===== src/rtl/mem_arbiter_pkg.sv =====
// Shared types for the instruction/data memory arbiter: FSM states, memory mode codes and the
// data-port access qualifier.
package mem_arbiter_pkg;

    typedef enum logic [1:0] {
        StIdle  = 2'd0,
        StData  = 2'd1,
        StInstr = 2'd2
    } arb_state_t;

    typedef logic [2:0] mem_mode_t;

    // Access-size codes used by the core; the arbiter passes them through untouched.
    localparam mem_mode_t MemModeByte  = 3'b000;
    localparam mem_mode_t MemModeHalf  = 3'b001;
    localparam mem_mode_t MemModeWord  = 3'b010;
    localparam mem_mode_t MemModeByteU = 3'b100;

    function automatic logic dmem_access(input logic en, input logic rd, input logic wr);
        return en & (rd | wr);
    endfunction

endpackage


===== src/rtl/mem_arbiter_if.sv =====
// Core-side fetch/data ports plus the shared memory bus, bundled for the arbiter.
interface mem_arbiter_if #(
    parameter int unsigned ADDR_WIDTH = 32,
    parameter int unsigned DATA_WIDTH = 32
);
    import mem_arbiter_pkg::*;

    logic [ADDR_WIDTH-1:0] imem_address;
    logic                  imem_enable;
    logic [DATA_WIDTH-1:0] imem_data;
    logic                  imem_wait;

    logic [ADDR_WIDTH-1:0] dmem_address;
    logic                  dmem_enable;
    logic [DATA_WIDTH-1:0] dmem_write_data;
    logic                  dmem_write_enable;
    mem_mode_t             dmem_write_mode;
    logic                  dmem_read_enable;
    mem_mode_t             dmem_read_mode;
    logic [DATA_WIDTH-1:0] dmem_read_data;
    logic                  dmem_wait;

    logic                  bus_req;
    logic [ADDR_WIDTH-1:0] bus_address;
    logic                  bus_write;
    mem_mode_t             bus_mode;
    logic [DATA_WIDTH-1:0] bus_write_data;
    logic [DATA_WIDTH-1:0] bus_read_data;
    logic                  bus_ack;

    // Arbiter view.
    modport slave (
        input  imem_address, imem_enable,
        input  dmem_address, dmem_enable, dmem_write_data, dmem_write_enable, dmem_write_mode,
        input  dmem_read_enable, dmem_read_mode,
        input  bus_read_data, bus_ack,
        output imem_data, imem_wait, dmem_read_data, dmem_wait,
        output bus_req, bus_address, bus_write, bus_mode, bus_write_data
    );

    // Core + memory view.
    modport master (
        output imem_address, imem_enable,
        output dmem_address, dmem_enable, dmem_write_data, dmem_write_enable, dmem_write_mode,
        output dmem_read_enable, dmem_read_mode,
        output bus_read_data, bus_ack,
        input  imem_data, imem_wait, dmem_read_data, dmem_wait,
        input  bus_req, bus_address, bus_write, bus_mode, bus_write_data
    );

endinterface


===== src/rtl/mem_arbiter_req_latch.sv =====
// One captured request: a pending flag plus the fields latched on the capture edge.
module arb_req_latch #(
    parameter int unsigned Width = 32
) (
    input  logic             clk,
    input  logic             reset_n,
    input  logic             capture_i,
    input  logic             clear_i,
    input  logic [Width-1:0] fields_i,
    output logic             pend_o,
    output logic [Width-1:0] fields_o
);

    logic             pend_q, pend_d;
    logic [Width-1:0] fields_q, fields_d;

    // A strobe while already pending is dropped; clear only ever fires while pending.
    always_comb begin
        pend_d   = pend_q;
        fields_d = fields_q;
        if (clear_i) begin
            pend_d = 1'b0;
        end else if (capture_i && !pend_q) begin
            pend_d   = 1'b1;
            fields_d = fields_i;
        end
    end

    always_ff @(posedge clk or negedge reset_n) begin
        if (!reset_n) begin
            pend_q   <= 1'b0;
            fields_q <= '0;
        end else begin
            pend_q   <= pend_d;
            fields_q <= fields_d;
        end
    end

    assign pend_o   = pend_q;
    assign fields_o = fields_q;

endmodule


===== src/rtl/mem_arbiter.sv =====
// Serialises fetch and data requests onto one req/ack memory bus, data first.
// Define MEM_ARB_STATS_EN to add saturating stall counters stat_istall/stat_dstall.
module mem_arbiter
    import mem_arbiter_pkg::*;
#(
    parameter int unsigned ADDR_WIDTH = 32,
    parameter int unsigned DATA_WIDTH = 32
`ifdef MEM_ARB_STATS_EN
    ,
    parameter int unsigned STAT_WIDTH = 32
`endif
) (
    input  logic                  clk,
    input  logic                  reset_n,
    mem_arbiter_if.slave          io
`ifdef MEM_ARB_STATS_EN
    ,
    output logic [STAT_WIDTH-1:0] stat_istall,
    output logic [STAT_WIDTH-1:0] stat_dstall
`endif
);

    localparam int unsigned DFieldW = 1 + 3 + DATA_WIDTH + ADDR_WIDTH;

    arb_state_t            state_q, state_d;
    logic [DATA_WIDTH-1:0] imem_data_q, imem_data_d;
    logic [DATA_WIDTH-1:0] dmem_rdata_q, dmem_rdata_d;

    logic                  i_cap, d_cap, i_clr, d_clr, i_pend, d_pend;
    logic [ADDR_WIDTH-1:0] i_addr, d_addr;
    logic [DATA_WIDTH-1:0] d_wdata;
    logic                  d_write;
    mem_mode_t             d_mode;
    logic [DFieldW-1:0]    d_fields_in, d_fields;

    assign i_cap = io.imem_enable;
    assign d_cap = dmem_access(io.dmem_enable, io.dmem_read_enable, io.dmem_write_enable);

    // Write wins when both flags are set.
    assign d_fields_in = {io.dmem_write_enable,
                          io.dmem_write_enable ? io.dmem_write_mode : io.dmem_read_mode,
                          io.dmem_write_data, io.dmem_address};

    arb_req_latch #(
        .Width (ADDR_WIDTH)
    ) u_ireq (
        .clk       (clk),
        .reset_n   (reset_n),
        .capture_i (i_cap),
        .clear_i   (i_clr),
        .fields_i  (io.imem_address),
        .pend_o    (i_pend),
        .fields_o  (i_addr)
    );

    arb_req_latch #(
        .Width (DFieldW)
    ) u_dreq (
        .clk       (clk),
        .reset_n   (reset_n),
        .capture_i (d_cap),
        .clear_i   (d_clr),
        .fields_i  (d_fields_in),
        .pend_o    (d_pend),
        .fields_o  (d_fields)
    );

    assign {d_write, d_mode, d_wdata, d_addr} = d_fields;

    // Capture-edge strobes feed the grant so bus_req rises on the same edge as capture.
    always_comb begin
        state_d      = state_q;
        i_clr        = 1'b0;
        d_clr        = 1'b0;
        imem_data_d  = imem_data_q;
        dmem_rdata_d = dmem_rdata_q;
        unique case (state_q)
            StIdle: begin
                if (d_pend || d_cap) begin
                    state_d = StData;
                end else if (i_pend || i_cap) begin
                    state_d = StInstr;
                end
            end
            StData: begin
                if (io.bus_ack) begin
                    d_clr = 1'b1;
                    if (!d_write) begin
                        dmem_rdata_d = io.bus_read_data;
                    end
                    state_d = (i_pend || i_cap) ? StInstr : StIdle;
                end
            end
            StInstr: begin
                if (io.bus_ack) begin
                    i_clr       = 1'b1;
                    imem_data_d = io.bus_read_data;
                    state_d     = StIdle;
                end
            end
            default: state_d = StIdle;
        endcase
    end

    always_ff @(posedge clk or negedge reset_n) begin
        if (!reset_n) begin
            state_q      <= StIdle;
            imem_data_q  <= '0;
            dmem_rdata_q <= '0;
        end else begin
            state_q      <= state_d;
            imem_data_q  <= imem_data_d;
            dmem_rdata_q <= dmem_rdata_d;
        end
    end

    assign io.bus_req        = (state_q != StIdle);
    assign io.bus_address    = (state_q == StData) ? d_addr : i_addr;
    assign io.bus_write      = (state_q == StData) && d_write;
    assign io.bus_mode       = (state_q == StData) ? d_mode : MemModeWord;
    assign io.bus_write_data = (state_q == StData) ? d_wdata : '0;

    assign io.imem_data      = imem_data_q;
    assign io.dmem_read_data = dmem_rdata_q;
    assign io.imem_wait      = i_pend;
    assign io.dmem_wait      = d_pend;

`ifdef MEM_ARB_STATS_EN
    logic [STAT_WIDTH-1:0] istall_q, istall_d, dstall_q, dstall_d;

    always_comb begin
        istall_d = istall_q;
        dstall_d = dstall_q;
        if (i_pend && (istall_q != '1)) begin
            istall_d = istall_q + STAT_WIDTH'(1);
        end
        if (d_pend && (dstall_q != '1)) begin
            dstall_d = dstall_q + STAT_WIDTH'(1);
        end
    end

    always_ff @(posedge clk or negedge reset_n) begin
        if (!reset_n) begin
            istall_q <= '0;
            dstall_q <= '0;
        end else begin
            istall_q <= istall_d;
            dstall_q <= dstall_d;
        end
    end

    assign stat_istall = istall_q;
    assign stat_dstall = dstall_q;
`endif

endmodule


===== src/flat_wrapper.sv =====
// flat-port wrapper written by rule: the top's interface ports become plain ports
module mem_arbiter_flat import mem_arbiter_pkg::*;
#(
    parameter int unsigned ADDR_WIDTH = 32,
    parameter int unsigned DATA_WIDTH = 32

)
  (clk, reset_n, io_imem_address, io_imem_enable, io_dmem_address, io_dmem_enable, io_dmem_write_data, io_dmem_write_enable, io_dmem_write_mode, io_dmem_read_enable, io_dmem_read_mode, io_bus_read_data, io_bus_ack, io_imem_data, io_imem_wait, io_dmem_read_data, io_dmem_wait, io_bus_req, io_bus_address, io_bus_write, io_bus_mode, io_bus_write_data);
  mem_arbiter_if #(.ADDR_WIDTH(ADDR_WIDTH), .DATA_WIDTH(DATA_WIDTH)) io_i ();
  input  logic clk;
  input  logic reset_n;
  input wire logic [$bits(io_i.imem_address)-1:0] io_imem_address;
  input wire logic [$bits(io_i.imem_enable)-1:0] io_imem_enable;
  input wire logic [$bits(io_i.dmem_address)-1:0] io_dmem_address;
  input wire logic [$bits(io_i.dmem_enable)-1:0] io_dmem_enable;
  input wire logic [$bits(io_i.dmem_write_data)-1:0] io_dmem_write_data;
  input wire logic [$bits(io_i.dmem_write_enable)-1:0] io_dmem_write_enable;
  input wire logic [$bits(io_i.dmem_write_mode)-1:0] io_dmem_write_mode;
  input wire logic [$bits(io_i.dmem_read_enable)-1:0] io_dmem_read_enable;
  input wire logic [$bits(io_i.dmem_read_mode)-1:0] io_dmem_read_mode;
  input wire logic [$bits(io_i.bus_read_data)-1:0] io_bus_read_data;
  input wire logic [$bits(io_i.bus_ack)-1:0] io_bus_ack;
  output wire logic [$bits(io_i.imem_data)-1:0] io_imem_data;
  output wire logic [$bits(io_i.imem_wait)-1:0] io_imem_wait;
  output wire logic [$bits(io_i.dmem_read_data)-1:0] io_dmem_read_data;
  output wire logic [$bits(io_i.dmem_wait)-1:0] io_dmem_wait;
  output wire logic [$bits(io_i.bus_req)-1:0] io_bus_req;
  output wire logic [$bits(io_i.bus_address)-1:0] io_bus_address;
  output wire logic [$bits(io_i.bus_write)-1:0] io_bus_write;
  output wire logic [$bits(io_i.bus_mode)-1:0] io_bus_mode;
  output wire logic [$bits(io_i.bus_write_data)-1:0] io_bus_write_data;
  assign io_i.imem_address = io_imem_address;
  assign io_i.imem_enable = io_imem_enable;
  assign io_i.dmem_address = io_dmem_address;
  assign io_i.dmem_enable = io_dmem_enable;
  assign io_i.dmem_write_data = io_dmem_write_data;
  assign io_i.dmem_write_enable = io_dmem_write_enable;
  assign io_i.dmem_write_mode = io_dmem_write_mode;
  assign io_i.dmem_read_enable = io_dmem_read_enable;
  assign io_i.dmem_read_mode = io_dmem_read_mode;
  assign io_i.bus_read_data = io_bus_read_data;
  assign io_i.bus_ack = io_bus_ack;
  assign io_imem_data = io_i.imem_data;
  assign io_imem_wait = io_i.imem_wait;
  assign io_dmem_read_data = io_i.dmem_read_data;
  assign io_dmem_wait = io_i.dmem_wait;
  assign io_bus_req = io_i.bus_req;
  assign io_bus_address = io_i.bus_address;
  assign io_bus_write = io_i.bus_write;
  assign io_bus_mode = io_i.bus_mode;
  assign io_bus_write_data = io_i.bus_write_data;
  mem_arbiter #(.ADDR_WIDTH(ADDR_WIDTH), .DATA_WIDTH(DATA_WIDTH)) u_core (.clk(clk), .reset_n(reset_n), .io(io_i));
endmodule

===== config.mk =====
export PLATFORM = sky130hd
export DESIGN_NAME = mem_arbiter_flat
export DESIGN_NICKNAME = d
export VERILOG_FILES = /design/src/rtl/mem_arbiter_pkg.sv /design/src/rtl/mem_arbiter_if.sv /design/src/rtl/mem_arbiter_req_latch.sv /design/src/rtl/mem_arbiter.sv /design/src/flat_wrapper.sv
export SDC_FILE = /design/constraint.sdc
export NUM_CORES = 1
export LEC_CHECK = 0
export ABC_CLOCK_PERIOD_IN_PS = 2550
export CAP_MARGIN = 20
export CORE_MARGIN = 2
export CORE_UTILIZATION = 44
export CTS_CLUSTER_SIZE = 8
export DETAILED_ROUTE_END_ITERATION = 8
export GPL_TIMING_DRIVEN = 0
export PLACE_DENSITY = 0.81
export SLEW_MARGIN = 15
export SYNTH_ARGS = -nofsm -noshare
export SYNTH_HDL_FRONTEND = slang
export SYNTH_HIERARCHICAL = 1
export SYNTH_SLANG_ARGS = --single-unit

===== constraint.sdc =====
create_clock -name clk -period 2.55 [get_ports clk]
set_input_delay 0.255 -clock clk [delete_from_list [all_inputs] [get_ports clk]]
set_output_delay 0.255 -clock clk [all_outputs]
set_load 0.02 [all_outputs]

# Word level (Yosys, flattened, before mapping)

Index checks and enable logic that the tools add are counted.
Widths: inputs -> output; s select.

Bits in registers: 168
Bits of input ports: 141
Output and inout port bits: 135
Word-level logic and storage cells: 50

Equal/unequal tests: 5
Muxes and demuxes: 17
Bitwise gates (word level): 5
Reductions and logical operators: 16

Operators by type and width:

| cell               | number |
|---|---|
| $mux 32            | 2 |
| $mux 2             | 5 |
| $mux 1             | 7 |
| $mux 3             | 2 |
| $pmux 2 s3         | 1 |
| $reduce_and 2->1   | 3 |
| $reduce_and 3->1   | 2 |
| $reduce_bool 2->1  | 3 |
| $ne 2x2->1 const B | 2 |
| $logic_and 1x1->1  | 3 |
| $ne 3x1->1 const B | 1 |
| $not 1->1          | 3 |
| $eq 2x1->1 const B | 1 |
| $eq 2x2->1 const B | 1 |
| $logic_not 1->1    | 2 |
| $logic_not 2->1    | 1 |
| $logic_or 1x1->1   | 2 |
| $and 1x1->1        | 1 |
| $or 1x1->1         | 1 |

# Longest topological paths before layout

Word-level depth: 5
Mapped depth: 6
Gate-level depth less buffers: 4

# Modules after synthesis

The synthesis kept the hierarchy.

By module, submodules not included:

| module                        | times used | cells each | area an instance (µm²) | sequential area each (µm²) |
|---|---|---|---|---|
| mem_arbiter                   | 1          | 230        | 3253.1                 | 1651.6 |
| arb_req_latch (u_core.u_dreq) | 1          | 147        | 2562.5                 | 1726.7 |
| arb_req_latch (u_core.u_ireq) | 1          | 71         | 1246.2                 | 825.8 |

# Worst setup path before layout

Ideal clock, no wire load.

Path kind: flip-flop to flip-flop
Start point: register u_core.state_q[0]
End point: register u_core.u_ireq.fields_q[1] (netlist: u_core/u_ireq/fields_o[1])
Library setup time: 0.125 ns
Arrival time: 1.690 ns
Data required time: 2.425 ns
Slack: 0.735 ns
Cell stages (with the launch flop): 7
Path buffers: 2
Clock period less this slack: 1.815 ns
Path through: dfrtp_1 -> nand3b_4 -> buf_4 -> inv_1 -> nor3b_4 -> buf_6 -> mux2_2

Longest elaborated chain between the ends: 4

Ends and longest elaborated chain:

| element                    | line                        | source |
|---|---|---|
| from (decl)                | mem_arbiter.sv:25           | `arb_state_t state_q, state_d;` |
| from (signal assigned)     | mem_arbiter.sv:107          | `state_q <= StIdle;` |
| from (signal assigned)     | mem_arbiter.sv:111          | `state_q <= state_d;` |
| $eq 2x2->1                 | mem_arbiter.sv:77           | `unique case (state_q)` |
| $mux 1                     | mem_arbiter.sv:77           |  |
| named net u_core.i_clr     | mem_arbiter.sv:29           | `logic i_cap, d_cap, i_clr, d_clr, i_pend, d_pend;` |
| $not 1->1 (no line)        | --                          |  |
| $reduce_and 2->1 (no line) | --                          |  |
| to (signal assigned)       | mem_arbiter_req_latch.sv:35 | `fields_q <= fields_d;` |
| to (decl)                  | mem_arbiter_req_latch.sv:15 | `logic [Width-1:0] fields_q, fields_d;` |

The timed path passes the listed nets, and every way through them passes these cells.
A chain may end at the register's enable or synchronous reset.

# Worst setup path after layout

Start point: register u_core.state_q[0]
End point: output io_bus_mode[2]

Longest elaborated chain between the ends: 2

Ends and longest elaborated chain:

| element    | line               | source |
|---|---|---|
| $eq 2x1->1 | mem_arbiter.sv:120 | `assign io.bus_mode = (state_q == StData) ? d_mode : MemModeWord;` |
| $mux 3     | mem_arbiter.sv:120 |  |
| to (decl)  | flat_wrapper.sv:30 | `output wire logic [$bits(io_i.bus_mode)-1:0] io_bus_mode;` |

No other way between the ends.

==> results.md <==
| Item | This run | Unit |
| --- | --- | --- |
| GRT Residual Overflow | 0 | - |
| Total length of routed wires | 17920 | um |
| Worst VDD drop | 0.8291 | mV |
| First-pass GRT wire length | 26880 | um |
| Design Power | 0.01444 | W |
| Worst hold slack | 0.3894 | ns |
| Core area | 15770 | sq um |
| Antenna violation net count after detailed routing | 0 | - |
| Share of cells above drive strength 1 | 31.57 | % |
| Flop-to-flop setup slack | 0.44 | ns |
| CTS clock-pin slew for the worst setup and hold paths | 0.06 | ns |
| Count of port buffers added during placement | 275 | - |
| Reg-to-reg critical path startpoint | u_core/state_q[1]$_DFFE_PN0P_ | - |
| Net switching fraction of the power | 34.80 | % |
| Worst-skew pair later-pin latency | 0.42 | ns |
| Capturing element type of the critical path | output port | - |
| RSZ-0062 raised after global routing | no | - |
| Hold Path Class | primary input to async pin | - |
| Worst slew margin relative to its limit | 59.71 | % |
| Vertical die dimension | 130.7 | um |
| CTS Sinks | 168 | - |
| Total die area | 17080 | sq um |
| Number of diodes added for antenna fixing | 0 | - |
| Clock Tree Buf Depth | 2 | - |
| Leakage power figure | 5.068 | nW |
| Synthesized netlist net count | 589 | - |
| Clock network fraction of total power | 17.6 | % |
| Category of the critical setup timing path | register to output port | - |
| Largest net degree at the start of global routing | 92 | - |
| Via count of the first global-routing pass | 5080 | - |
| Total GRT Usage | 21.07 | % |
| Final clock skew | 0.008725 | ns |
| Slew @ Worst Pin | 0.6044 | ns |
| Post-Layout Cell Count | 973 | - |
| Result of the run | completed | - |
| DR vias/cell | 4.791 | - |
| Combinational share of power | 49.6 | % |
| Area added between synthesis and finish | 53.28 | % |
| X dimension of the die | 130.7 | um |
| Crit path arrival time | 2.16 | ns |
| TritonCTS buffer count | 17 | - |
| Remaining design rule violation count | 0 | - |
| Endpoints failing setup | 0 | - |
| Post-layout minimum cycle time | 2.413 | ns |
| Synthesized instance count | 448 | - |
| Reg-to-Reg End | u_core/u_dreq/fields_o[48]$_DFFE_PN0P_ | - |
| Initial core utilization | 44.78 | % |
| TritonCTS clock tree | yes | - |
| Cell internal pwr | 0.009413 | W |
| Distinct cell type count of the synthesized netlist | 24 | - |
| Post-CTS Setup Bufs | 0 | - |
| Fin nets | 885 | - |
| Cell Rows | 46 | - |
| Number of antenna violations at the first check in global routing | 0 | - |
| Required time of the critical path | 2.30 | ns |
| Final clock period utilization by the worst path | 94.61 | % |
| Drt wl/cell | 18.42 | um |
| Post-Syn Area per Cell | 15.76 | sq um |
| Number of warnings issued by yosys | 6 | - |
| Via count | 4662 | - |
| Clock root buffer | sky130_fd_sc_hd__clkbuf_16 | - |
| Crit-path max FO | 10 | - |
| Sw power | 0.005023 | W |
| Gp weighted congestion | 0.7781 | - |
| Reported max-cap violation count | 0 | - |
| Power density over the cells | 1334 | nW/um^2 |
| I/O Pins | 276 | - |
| Utilization after layout | 68.64 | % |
| Initial DRC Count | 109 | - |
| Detailed Routing Iterations Pass 1 | 4 | - |
| Number of synthesized register bits | 168 | - |
| Share of synthesized area occupied by flip-flops and latches | 59.53 | % |
| Achievable clock frequency | 0.4145 | GHz |
| Critical path launch point type | register | - |
| Final-report hold violation count | 0 | - |
| H-Tree Level Count | 4 | - |
| Max-slew violation count | 0 | - |
| Register share of total power | 32.8 | % |
| Cell total after placement | 940 | - |
| Register-to-Register Path Depth | 6 | - |
| Post-synth design cell area | 7062 | sq um |
| Final HPWL DP | 13230 | um |
power groups by stage:
stage,Sequential [W],Clock (W),Combinational [W]
after CTS,0.00475,0.00262,0.00735
final,0.00474,0.00254,0.00715
after global routing,0.00492,0.00273,0.00759
after detailed placement,0.00477,0,0.00736
after global placement,0.00467,0,0.00723
after floorplan,0.00525,0,0.00350
worst max-delay path: stages (launching register included):
cell                              delay, ns
sky130_fd_sc_hd__dfrtp_2               0.44
sky130_fd_sc_hd__nor2b_1               0.18
sky130_fd_sc_hd__buf_6                 0.15
sky130_fd_sc_hd__buf_4                 0.19
sky130_fd_sc_hd__and2_1                0.15
sky130_fd_sc_hd__clkdlybuf4s50_1       0.63
cell usage in the layout, fill, tap and decap left out, types with 2 or more instances in the layout:
master,count
sky130_fd_sc_hd__and2_1,35
sky130_fd_sc_hd__buf_2,4
sky130_fd_sc_hd__buf_4,5
sky130_fd_sc_hd__buf_6,14
sky130_fd_sc_hd__bufinv_16,2
sky130_fd_sc_hd__clkbuf_16,17
sky130_fd_sc_hd__clkdlybuf4s50_1,222
sky130_fd_sc_hd__clkinv_2,3
sky130_fd_sc_hd__clkinv_4,3
sky130_fd_sc_hd__dfrtp_1,167
sky130_fd_sc_hd__dlygate4sd2_1,6
sky130_fd_sc_hd__dlymetal6s2s_1,46
sky130_fd_sc_hd__inv_1,2
sky130_fd_sc_hd__inv_6,4
sky130_fd_sc_hd__mux2_1,24
sky130_fd_sc_hd__mux2_2,173
sky130_fd_sc_hd__mux2_4,2
sky130_fd_sc_hd__nand3b_4,2
sky130_fd_sc_hd__nor2_1,6
synth_stat cells, drive strengths merged:
cell	instances	area share, %
a211oi	1	0.11
and2	35	3.1
buf	23	3.0
clkbuf	1	0.053
dfrtp	168	60
inv	2	0.11
mux2	199	32
nand2b	1	0.089
nand3b	2	0.57
nor2	7	0.48
nor2b	1	0.089
nor3	1	0.071
nor3b	3	0.55
nor4	1	0.089
o21a	1	0.11
or2	1	0.089
or3	1	0.089
flip-flops by register name, summed over array words and instances (netlist names):
register,cells
u_core/u_dreq/pend_o,1
u_core/io.dmem_read_data,32
u_core/u_ireq/fields_o,32
u_core/u_ireq/pend_o,1
u_core/state_q,2
u_core/u_dreq/fields_o,68
u_core/io.imem_data,32
repair_timing:
action,4_1_cts,5_1_grt
pin swaps,0,0
endpoints found under the hold margin,77,0
gates resized for setup,7,48
hold buffers,1,0
setup endpoints to repair,60,56
per-stage QoR:
stage,TNS [ns],setup slack (ns),instance area (sq um)
floorplan,0,0.7351,7062
global route,0,0.04351,10820
CTS,0,0.003143,10710
finish,0,0.1374,10820
global placement,-880.17,-5.253,10080
detailed placement,-0.6558,-0.04843,10120
final cells by class:
cell class	instances	area, sq um
multi-input combinational	254	2631
tap	216	270.3
inverter	2	7.507
buffer	24	220.2
fill	1146	4946
clock inverter	13	143.9
timing repair buffer	277	2903
clock buffer	19	442.9
sequential	168	4205
worst max-delay path by stage:
stage / from / to / slack (ns) / cells after the start
final: u_core/state_q[0]$_DFFE_PN0P_ / io_bus_mode[2] / 0.14 / 5
after global routing: u_core/state_q[0]$_DFFE_PN0P_ / io_bus_write / 0.04 / 5
after CTS: u_core/state_q[1]$_DFFE_PN0P_ / io_bus_address[1] / 0.003 / 5
after detailed placement: io_dmem_write_enable / u_core/u_dreq/fields_o[51]$_DFFE_PN0P_ / -0.05 / 6
after global placement: reset_n / u_core/u_dreq/fields_o[42]$_DFFE_PN0P_ / -5.25 / 1
after floorplan: u_core/state_q[0]$_DFFE_PN0P_ / u_core/u_ireq/fields_o[1]$_DFFE_PN0P_ / 0.74 / 6
routing by layer:
metal	vias to the layer above	part of all wire, %	GRT usage (%)
li1	2166	-	-
met1	2282	37	23.06
met2	182	51	35.97
met3	32	9.2	9.039
met4	0	2.6	8.949
met5	-	0	0
logic make-up after synthesis:
logic type	Yosys count	synth area share [%]
AOI/OAI and AO/OA	2	0.2127
buffers and inverters	26	3.207
DFF	168	59.53
muxes	199	31.84
and+or+nand+nor	53	5.209
Note: power is estimated with default switching activity, not from simulation.
